==> src/rtl/sweep_response_capture_if.sv <==
// Signal bundle between a sweep controller and the bench or sequencer that drives it.
// The controller takes the slave side; whoever drives start and golden takes the master side.
interface sweep_response_capture_if;
    logic        start;
    logic [15:0] golden;
    logic        dut_out;
    logic [3:0]  N;
    logic        busy;
    logic        done;
    logic [15:0] truth_table;
    logic        mismatch;
    logic [4:0]  mismatch_count;
    logic [3:0]  first_fail;

    modport master (
        output start, golden, dut_out,
        input  N, busy, done, truth_table, mismatch, mismatch_count, first_fail
    );

    modport slave (
        input  start, golden, dut_out,
        output N, busy, done, truth_table, mismatch, mismatch_count, first_fail
    );
endinterface

==> src/rtl/sweep_response_capture.sv <==
// Exhaustive 16-vector sweep of a 4-input block: drive each vector, wait for it to settle,
// capture the response and compare it against the golden truth table latched at start.
//
// state   | meaning
// IDLE    | waiting for start; results from the last sweep are held
// SETTLE  | vector on N, counting settle cycles
// CAPTURE | sample dut_out into truth_table[N], compare, advance N
// DONE    | one-cycle done pulse, publish mismatch flag
module sweep_response_capture #(
    parameter int unsigned SETTLE_CYCLES = 1
) (
    input logic                    CK,
    input logic                    reset,
    sweep_response_capture_if.slave bus
);

    localparam logic [1:0] IDLE    = 2'd0;
    localparam logic [1:0] SETTLE  = 2'd1;
    localparam logic [1:0] CAPTURE = 2'd2;
    localparam logic [1:0] DONE    = 2'd3;

    localparam logic [7:0] SETTLE_LAST = 8'(SETTLE_CYCLES - 1);

    logic [1:0]  state;
    logic [7:0]  settle_cnt;
    logic [15:0] golden_q;
    logic [3:0]  n_q;
    logic [15:0] truth_table_q;
    logic        mismatch_q;
    logic [4:0]  mismatch_count_q;
    logic [3:0]  first_fail_q;

    always_ff @(posedge CK) begin
        if (!reset) begin
            state            <= IDLE;
            settle_cnt       <= 8'd0;
            golden_q         <= 16'd0;
            n_q              <= 4'd0;
            truth_table_q    <= 16'd0;
            mismatch_q       <= 1'b0;
            mismatch_count_q <= 5'd0;
            first_fail_q     <= 4'd0;
        end else begin
            case (state)
                IDLE: begin
                    if (bus.start) begin
                        golden_q         <= bus.golden;
                        n_q              <= 4'd0;
                        settle_cnt       <= 8'd0;
                        truth_table_q    <= 16'd0;
                        mismatch_q       <= 1'b0;
                        mismatch_count_q <= 5'd0;
                        first_fail_q     <= 4'd0;
                        state            <= SETTLE;
                    end
                end
                SETTLE: begin
                    settle_cnt <= settle_cnt + 8'd1;
                    if (settle_cnt == SETTLE_LAST)
                        state <= CAPTURE;
                end
                CAPTURE: begin
                    truth_table_q[n_q] <= bus.dut_out;
                    if (bus.dut_out != golden_q[n_q]) begin
                        mismatch_count_q <= mismatch_count_q + 5'd1;
                        // a zero count means no earlier vector of this sweep has failed
                        if (mismatch_count_q == 5'd0)
                            first_fail_q <= n_q;
                    end
                    if (n_q != 4'd15) begin
                        n_q        <= n_q + 4'd1;
                        settle_cnt <= 8'd0;
                        state      <= SETTLE;
                    end else begin
                        state <= DONE;
                    end
                end
                DONE: begin
                    mismatch_q <= (mismatch_count_q != 5'd0);
                    state      <= IDLE;
                end
                default: state <= IDLE;
            endcase
        end
    end

    assign bus.N              = n_q;
    assign bus.busy           = (state == SETTLE) || (state == CAPTURE);
    assign bus.done           = (state == DONE);
    assign bus.truth_table    = truth_table_q;
    assign bus.mismatch       = mismatch_q;
    assign bus.mismatch_count = mismatch_count_q;
    assign bus.first_fail     = first_fail_q;

endmodule

==> src/flat_wrapper.sv <==
// flat-port wrapper written by rule: the top's interface ports become plain ports
module sweep_response_capture_flat 
#(
    parameter int unsigned SETTLE_CYCLES = 1
)
  (CK, reset, bus_start, bus_golden, bus_dut_out, bus_N, bus_busy, bus_done, bus_truth_table, bus_mismatch, bus_mismatch_count, bus_first_fail);
  sweep_response_capture_if bus_i ();
  input logic CK;
  input logic reset;
  input wire logic [$bits(bus_i.start)-1:0] bus_start;
  input wire logic [$bits(bus_i.golden)-1:0] bus_golden;
  input wire logic [$bits(bus_i.dut_out)-1:0] bus_dut_out;
  output wire logic [$bits(bus_i.N)-1:0] bus_N;
  output wire logic [$bits(bus_i.busy)-1:0] bus_busy;
  output wire logic [$bits(bus_i.done)-1:0] bus_done;
  output wire logic [$bits(bus_i.truth_table)-1:0] bus_truth_table;
  output wire logic [$bits(bus_i.mismatch)-1:0] bus_mismatch;
  output wire logic [$bits(bus_i.mismatch_count)-1:0] bus_mismatch_count;
  output wire logic [$bits(bus_i.first_fail)-1:0] bus_first_fail;
  assign bus_i.start = bus_start;
  assign bus_i.golden = bus_golden;
  assign bus_i.dut_out = bus_dut_out;
  assign bus_N = bus_i.N;
  assign bus_busy = bus_i.busy;
  assign bus_done = bus_i.done;
  assign bus_truth_table = bus_i.truth_table;
  assign bus_mismatch = bus_i.mismatch;
  assign bus_mismatch_count = bus_i.mismatch_count;
  assign bus_first_fail = bus_i.first_fail;
  sweep_response_capture #(.SETTLE_CYCLES(SETTLE_CYCLES)) u_core (.CK(CK), .reset(reset), .bus(bus_i));
endmodule
==> config.mk <==
export PLATFORM = sky130hd
export DESIGN_NAME = sweep_response_capture_flat
export DESIGN_NICKNAME = d
export VERILOG_FILES = /design/src/rtl/sweep_response_capture_if.sv /design/src/rtl/sweep_response_capture.sv /design/src/flat_wrapper.sv
export SDC_FILE = /design/constraint.sdc
export NUM_CORES = 1
export LEC_CHECK = 0
export CAP_MARGIN = 30
export CORE_MARGIN = 2
export CORE_UTILIZATION = 50
export CTS_BUF_LIST = sky130_fd_sc_hd__clkbuf_4
export CTS_CLUSTER_DIAMETER = 200
export DETAILED_ROUTE_END_ITERATION = 10
export PLACE_DENSITY = 0.76
export SYNTH_ARGS = -nofsm -noshare
export SYNTH_HDL_FRONTEND = slang
export SYNTH_SLANG_ARGS = --single-unit
==> constraint.sdc <==
create_clock -name CK -period 6.55 [get_ports CK]
set_input_delay 0.655 -clock CK [delete_from_list [all_inputs] [get_ports CK]]
set_output_delay 0.655 -clock CK [all_outputs]
set_load 0.05 [all_outputs]
==> results of run 1 <==
## metal layers
layer  part of all wire [%]  GRT usage [%]
met5                      0              0
met3                    4.7           4.49
met1                     47           27.2
met2                     47           35.8
met4                    1.1           6.44
## flip-flops by register name (all words and copies together) (netlist names)
name / cells
u_core.settle_cnt: 8
u_core.bus.mismatch_count: 5
u_core.bus.mismatch: 1
u_core.bus.first_fail: 4
u_core.bus.truth_table: 16
u_core.state: 2
u_core.bus.N: 4
u_core.golden_q: 16
## where the power goes
part / internal (mW) / switching [mW]
registers: 0.374 / 0.0270
logic: 0.145 / 0.251
clock network: 0.0438 / 0.114
total: 0.563 / 0.391
## stage by stage
step / cells / utilization (%) / power [mW] / hold WS (ns)
2_1_floorplan: 347 / - / 0.698 / 0.440
3_3_place_gp: 455 / 62.3 / 0.792 / 0.448
3_5_place_dp: 455 / 62.3 / 0.804 / 0.453
4_1_cts: 463 / 63.4 / 0.962 / 0.475
5_1_grt: 463 / 63.4 / 1.03 / 0.495
6_report: 463 / 63.4 / 0.955 / 0.474
## area by class of cell
class | instances | area, sq um
clock buffers | 5 | 37.5
well taps | 72 | 90.1
clock inverters | 3 | 21.3
inverters | 9 | 33.8
repair buffers | 54 | 533
flip-flops and latches | 56 | 1120
multi-input cells | 264 | 1700
fillers | 527 | 2040
## synth_stat cells
cell	count	area, sq um
or4_1	3	22.5
ha_1	12	150
nor3b_1	3	22.5
a22oi_1	3	22.5
buf_6	1	11.3
nand3b_1	1	7.51
a21oi_1	5	25.0
o311ai_0	4	35.0
and2_1	14	87.6
nand2_1	52	195
mux2_4	2	30.0
o21ai_0	33	165
and3_1	3	18.8
a21o_1	1	7.51
mux2i_1	2	20.0
nor2b_1	7	43.8
o21a_1	1	7.51
nor2_1	19	71.3
o41ai_1	1	8.76
dfxtp_1	56	1120
clkbuf_1	17	63.8
mux4_2	2	45.0
nor4_1	2	12.5
nor3_1	4	20.0
and4_1	1	8.76
o311a_1	1	10.0
nand2b_1	3	18.8
a21boi_0	35	263
mux2_2	10	113
o21ai_1	2	10.0
nand4_1	4	25.0
xnor2_1	2	17.5
or4b_2	2	20.0
o211ai_1	3	22.5
a32oi_1	1	8.76
xor2_1	6	52.6
inv_1	9	33.8
nand3_1	17	85.1
o31ai_1	3	22.5
## how the worst max path moves through the flow
| stage | startpoint | end | slack [ns] | depth (start not counted) |
|---|---|---|---|---|
| 2_1_floorplan | u_core.bus.N[1] | u_core.bus.mismatch_count[0] | 3.76 | 6 |
| 3_3_place_gp | bus_start | u_core.bus.mismatch_count[0] | 3.82 | 6 |
| 3_5_place_dp | bus_start | u_core.bus.mismatch_count[0] | 3.72 | 6 |
| 4_1_cts | u_core.bus.N[1] | u_core.bus.mismatch_count[0] | 3.79 | 5 |
| 5_1_grt | u_core.state[0] | u_core.settle_cnt[2] | 3.48 | 8 |
| 6_report | u_core.bus.N[2] | bus_N[2] | 3.79 | 1 |
## logic make-up after synthesis
kind of cell,after synthesis
AO/OA/AOI/OAI,93
XOR/XNOR,8
adder cells (fa/ha/maj),12
buffers and inverters,27
flip-flops,56
multiplexers,16
AND/OR/NAND/NOR,135
## placed cells by master, fill, tap and decap left out, drive strengths merged, types with 3 or more instances in the layout
cell / n
a21boi: 35
a21oi: 5
a22oi: 3
and2: 14
and3: 3
buf: 3
clkbuf: 5
clkdlybuf4s50: 51
dfxtp: 56
ha: 12
inv: 11
mux2: 12
nand2: 52
nand2b: 3
nand3: 17
nand4: 4
nor2: 19
nor2b: 7
nor3: 4
nor3b: 3
o211ai: 3
o21ai: 35
o311ai: 4
o31ai: 3
or4: 3
xor2: 6
==> results by group, run 1 <==
Status
  • Status: finished, final reports clean

Place
  • Post-DP Area: 0.00347 sq mm
  • HPWL Detailed: 4550 um
  • Port buffer count: 51
  • Placement Setup Slack: 3.72 ns
  • Final Wtd Congestion: 0.834

Global routing
  • Grt ovf: 0
  • Antenna violations before repair: 0
  • Largest net degree at the start of global routing: 52
  • First-pass GRT wire length: 10,900 um
  • Vias in the first global route: 2,434
  • Total GRT Usage: 21.3%

STA
  • Max Slew Vio Count: 0
  • Final setup fails: 0
  • Worst rel slew slack: 48.2%
  • Final Hold Viols: 0
  • Final setup TNS: 0 ns
  • Setup WS post-layout: 3.79 ns
  • Crit path time final: 2.76 ns
  • Fmax: 363 MHz
  • Fin crit share: 42.1%
  • RSZ-0062 raised after global routing: false
  • Pin slew with the least headroom to its limit: 0.771 ns
  • Layout Skew: 0.00820 ns

Worst hold path
  • Worst min path class: flop to flop
  • Worst Hold End: u_core.golden_q[6]
  • Hold path depth: 2
  • Hold Startpoint: u_core.golden_q[6]

Cells and area
  • ANT cells: 0
  • Area grow syn2layout: 20.7%
  • Layout cells sized above 1: ~6.6%
  • Number of nets in the layout: 422
  • Design area: 0.00353 sq mm

Setup path
  • Critical path startpoint category: flop
  • R2R cell count: 5
  • Required time worst endpoint: 5.89 ns
  • Peak per-stage delay on the critical path: 0.93 ns
  • Bufs and invs on worst path: 1
  • Crit-path max FO: 22
  • R2R Path End: u_core.bus.mismatch_count[0]
  • Cell family with most CP delay: buffers and inverters
  • FF-to-FF setup slack: 3.80 ns
  • Kind of critical path: flop to output port
  • CP max-delay cell: clkdlybuf4s50_1
  • Critical path, cell by cell: clkdlybuf4s50_1
  • Worst r2r src: u_core.bus.N[1]
  • Data arrival, critical path: roughly 2.1 ns
  • Worst Setup End Kind: output port

Pwr
  • Worst VDD drop: 125 uV
  • Static Leak: roughly 1.2 nW
  • Power Density: 270 mW/mm^2

Yosys
  • Synth Register Bits: 56
  • Adder-Cell Fraction of Synth Area: 5.13%
  • Synthesized area: 0.00293 sq mm
  • Synth unique cells: 39
  • Post-synthesis mux area share: 7.10%
  • Xor and xnor area share after synthesis: 2.40%
  • Post-synthesis simple-gate area fraction: ~23%
  • Post-synthesis compound-gate area fraction: 20.8%
  • Synthesized instance count: 347
  • Synth warn: 0
  • Synthesized area per cell: 8.43 sq um
  • Syn Nets: 379
  • Register area share after synthesis: 38.3%
  • Main combinational cell family by area after synthesis: simple AND/OR/NAND/NOR gates

Route
  • Via density: 5.57
  • DR WL/cell: 13.8 um
  • First-pass DRT Iterations: 4
  • Vias: 2,581
  • WL final: 6380 um
  • Initial DRC Count: 113
  • Routed Antenna Nets: 0
  • Residual DRC count: 0

Die
  • Core footprint: approximately 0.0056 sq mm
  • Row cnt: 27
  • Initial Utilization: 52.5%
  • Die Y: 80.5 um
  • Die Span X: a little over 80 um
  • I/O pin cnt: 52
  • Die ar.: around 0.0065 sq mm

CTS
  • Clock Latency Late Sink: 0.39 ns
  • Htree depth: 2
  • Hold Buf Count CTS: 0
  • PostCTS Resize Cnt: 0
  • Bufs on Longest Clock Path: 2
  • CTS root buf: clkbuf_4
  • Post-CTS Setup Bufs: 0
  • Num CTS Buffers: 5
  • TritonCTS clock tree: done
  • Clk sink count: 56
  • Reg clk slew, reported paths: 0.16 ns

Job
  • Max_cap viols: 0
Power figures use the tool's default switching activity.
==> run 2: changes to the inputs <==
--- a/config.mk
+++ b/config.mk
@@ -7,11 +7,11 @@
 export LEC_CHECK = 0
 export CAP_MARGIN = 30
 export CORE_MARGIN = 2
-export CORE_UTILIZATION = 50
+export CORE_UTILIZATION = 49
 export CTS_BUF_LIST = sky130_fd_sc_hd__clkbuf_4
 export CTS_CLUSTER_DIAMETER = 200
 export DETAILED_ROUTE_END_ITERATION = 10
-export PLACE_DENSITY = 0.76
+export PLACE_DENSITY = 0.78
 export SYNTH_ARGS = -nofsm -noshare
 export SYNTH_HDL_FRONTEND = slang
 export SYNTH_SLANG_ARGS = --single-unit
==> constraint.sdc (replaced) <==
create_clock -name CK -period 2.25 [get_ports CK]
set_input_delay 0.225 -clock CK [delete_from_list [all_inputs] [get_ports CK]]
set_output_delay 0.225 -clock CK [all_outputs]
set_load 0.05 [all_outputs]
==> run 2 against run 1 <==
  * The flow now finishes with violations (negative setup slack)
  * Combinational power grew to 3.3 times the previous value
  * Global-route usage hardly changed
  * Sequential share of layout area is 1.6 points lower
  * Core utilization is 0.51 points higher
  * Critical path depth is 4 higher
  * Sequential power grew to 2.9 times the previous value
  * Final cell count is 4.3% higher
  * Register-to-register slack worse by 3.8 ns
  * Critical path type is now flop to flop
  * Largest cell class unchanged
  * Highest routed layer unchanged
==> results by group, run 2 (synthesis gave the netlist of run 1 again) <==
Status
  • Status: complete, but fails checks
  • Failing checks: negative setup slack

Setup path
  • Worst Setup End Kind: flop
  • Peak per-stage delay on the critical path: 0.50 ns
  • Critical path startpoint category: flop
  • Critical path, cell by cell: mux2_2 -> mux4_2 -> mux2_4 -> nor3_4 -> mux2_2
  • Data arrival, critical path: 2.56 ns
  • Cell family with most CP delay: multiplexers
  • FF-to-FF setup slack: -0.01 ns
  • Crit-path max FO: 11
  • Required time worst endpoint: roughly 2.6 ns
  • R2R Path End: u_core.bus.mismatch_count[0]
  • Kind of critical path: flop to flop
  • CP max-delay cell: mux4_2
  • Worst r2r src: u_core.bus.N[1]
  • Cell mode on critical path: mux2_2
  • R2R cell count: 5
  • Bufs and invs on worst path: 0

STA
  • Final Hold Viols: 0
  • Pin slew with the least headroom to its limit: 0.535 ns
  • Final setup fails: 3
  • Setup WS post-layout: -0.0133 ns
  • Final setup TNS: -0.0310 ns
  • Crit path time final: 2.26 ns
  • Fin crit share: 101%
  • WHS: 0.368 ns
  • RSZ-0062 raised after global routing: true
  • Fmax: 442 MHz
  • Worst rel slew slack: 64.2%
  • Layout Skew: 0.0148 ns
  • Max Slew Vio Count: 0

CTS
  • Num CTS Buffers: 5
  • Clock Latency Late Sink: 0.40 ns
  • Htree depth: 2
  • PostCTS Resize Cnt: 0
  • Clk sink count: 56
  • Hold Buf Count CTS: 0
  • Reg clk slew, reported paths: 0.15 ns
  • Post-CTS Setup Bufs: 0
  • TritonCTS clock tree: done
  • CTS root buf: clkbuf_4
  • Bufs on Longest Clock Path: 2

Worst hold path
  • Worst Hold End: u_core.golden_q[8]
  • Worst min path class: input port to flop
  • Hold path depth: 3
  • Hold Startpoint: bus_golden[8]

Die
  • Row cnt: 28
  • Die Y: 81.3 um
  • Core footprint: 0.00585 sq mm
  • Initial Utilization: 50.0%
  • Die Span X: 81.3 um
  • I/O pin cnt: 52
  • Die ar.: between 0.006 and 0.007 sq mm

Cells and area
  • Area grow syn2layout: 27.8%
  • Commonest non-fill, non-tap cell in the layout: dfxtp_1
  • Most frequent cells in the layout: dfxtp_1, nand2_1, clkdlybuf4s50_1, a21boi_0, o21ai_0
  • Number of nets in the layout: 439
  • Layout cells sized above 1: 13.0%
  • ANT cells: 0

Global routing
  • Largest net degree at the start of global routing: 26
  • Total GRT Usage: a little over a fifth
  • Vias in the first global route: 2,365
  • Antenna violations before repair: 0
  • Grt ovf: 0
  • First-pass GRT wire length: ~11,000 um

Place
  • HPWL Detailed: 4850 um
  • Port buffer count: 51
  • Final Wtd Congestion: 0.806
  • Placement Setup Slack: 0.00682 ns

Route
  • Routed Antenna Nets: 0
  • Initial DRC Count: between 150 and 200
  • Via density: 5.43
  • Residual DRC count: 0
  • First-pass DRT Iterations: 4
  • Vias: roughly 2,600
  • WL final: 6650 um
  • DR WL/cell: 13.8 um

Pwr
  • Net Sw Frac: 38.4%
  • Internal: 1.87 mW
  • Clk pwr share: 18.0%
  • Flop pwr share: 38.4%
  • Static Leak: 1.37 nW
  • Power Density: 812 mW/mm^2
  • Comb power frac: 43.6%
  • Worst VDD drop: ~550 uV
  • Net Switching: 1.17 mW

Job
  • Max_cap viols: 0
==> run 2: cell types whose count changed in the layout (fill, tap and decap cells not counted), moves of 2 or more <==
cell	before	now
a21oi_1	5	3
dfxtp_1	56	54
inv_6	2	0
or4_1	3	1
or4_4	0	2
clkdlybuf4s50_1	51	49
a21oi_2	0	2
buf_4	3	20
==> run 2: power by group through the flow <==
stage	Clock (mW)	Combinational [mW]	Sequential [mW]
finish	0.547	1.32	1.17
floorplan	0	0.847	1.21
global placement	0	1.29	1.19
CTS	0.558	1.32	1.17
global route	0.587	1.45	1.18
detailed placement	0	1.31	1.19
==> run 2: stage by stage <==
step / power (mW) / std cells / utilization, % / area [sq um]
2_1_floorplan: 2.06 / 347 / - / 2950
3_3_place_gp: 2.48 / 475 / 62.1 / 3630
3_5_place_dp: 2.50 / 475 / 62.1 / 3630
4_1_cts: 3.04 / 483 / 63.4 / 3710
5_1_grt: 3.22 / 483 / 63.9 / 3740
6_report: 3.04 / 483 / 63.9 / 3740
==> run 2: worst max path at each step <==
stage / slack, ns / cells after the start / start / to
CTS: -0.03 / 5 / u_core.bus.N[1] / u_core.bus.mismatch_count[2]
detailed placement: 0.007 / 5 / u_core.bus.N[1] / u_core.bus.mismatch_count[0]
floorplan: -0.09 / 6 / u_core.bus.N[1] / u_core.bus.mismatch_count[0]
finish: -0.01 / 5 / u_core.bus.N[1] / u_core.bus.mismatch_count[0]
global placement: 0.05 / 5 / u_core.bus.N[1] / u_core.bus.mismatch_count[0]
global route: -0.08 / 5 / u_core.bus.N[1] / u_core.bus.mismatch_count[0]
==> run 2: tightest hold or removal path, delay by kind of cell <==
family                 cells  cell delay [ns]
buffers and inverters      1             0.39
AO/OA/AOI/OAI              1             0.06
AND/OR/NAND/NOR            1             0.05
==> run 2: routing by layer <==
layer / share of wire (%) / up-vias / track usage, %
met1: 46 / 1225 / 27.8
met2: 48 / 51 / 35.0
li1: - / 1340 / -
met4: 1.0 / 0 / 6.44
met3: 5.1 / 8 / 4.78
met5: 0 / - / 0
==> run 2: final cells by class <==
cell class | instances | area (sq um)
tap | 75 | 93.8
inverter | 9 | 33.8
fill | 495 | 2110
clock inverter | 3 | 37.5
timing repair buffer | 71 | 673
sequential | 56 | 1130
clock buffer | 5 | 37.5
multi-input combinational | 264 | 1740
==> run 3: changes to the inputs <==
--- a/config.mk
+++ b/config.mk
@@ -12,6 +12,7 @@
 export CTS_CLUSTER_DIAMETER = 200
 export DETAILED_ROUTE_END_ITERATION = 10
 export PLACE_DENSITY = 0.78
+export SLEW_MARGIN = 5
 export SYNTH_ARGS = -nofsm -noshare
 export SYNTH_HDL_FRONTEND = slang
 export SYNTH_SLANG_ARGS = --single-unit
==> results of run 3 <==
Same layout as run 2: the final DEF is identical, and so are final timing and power.
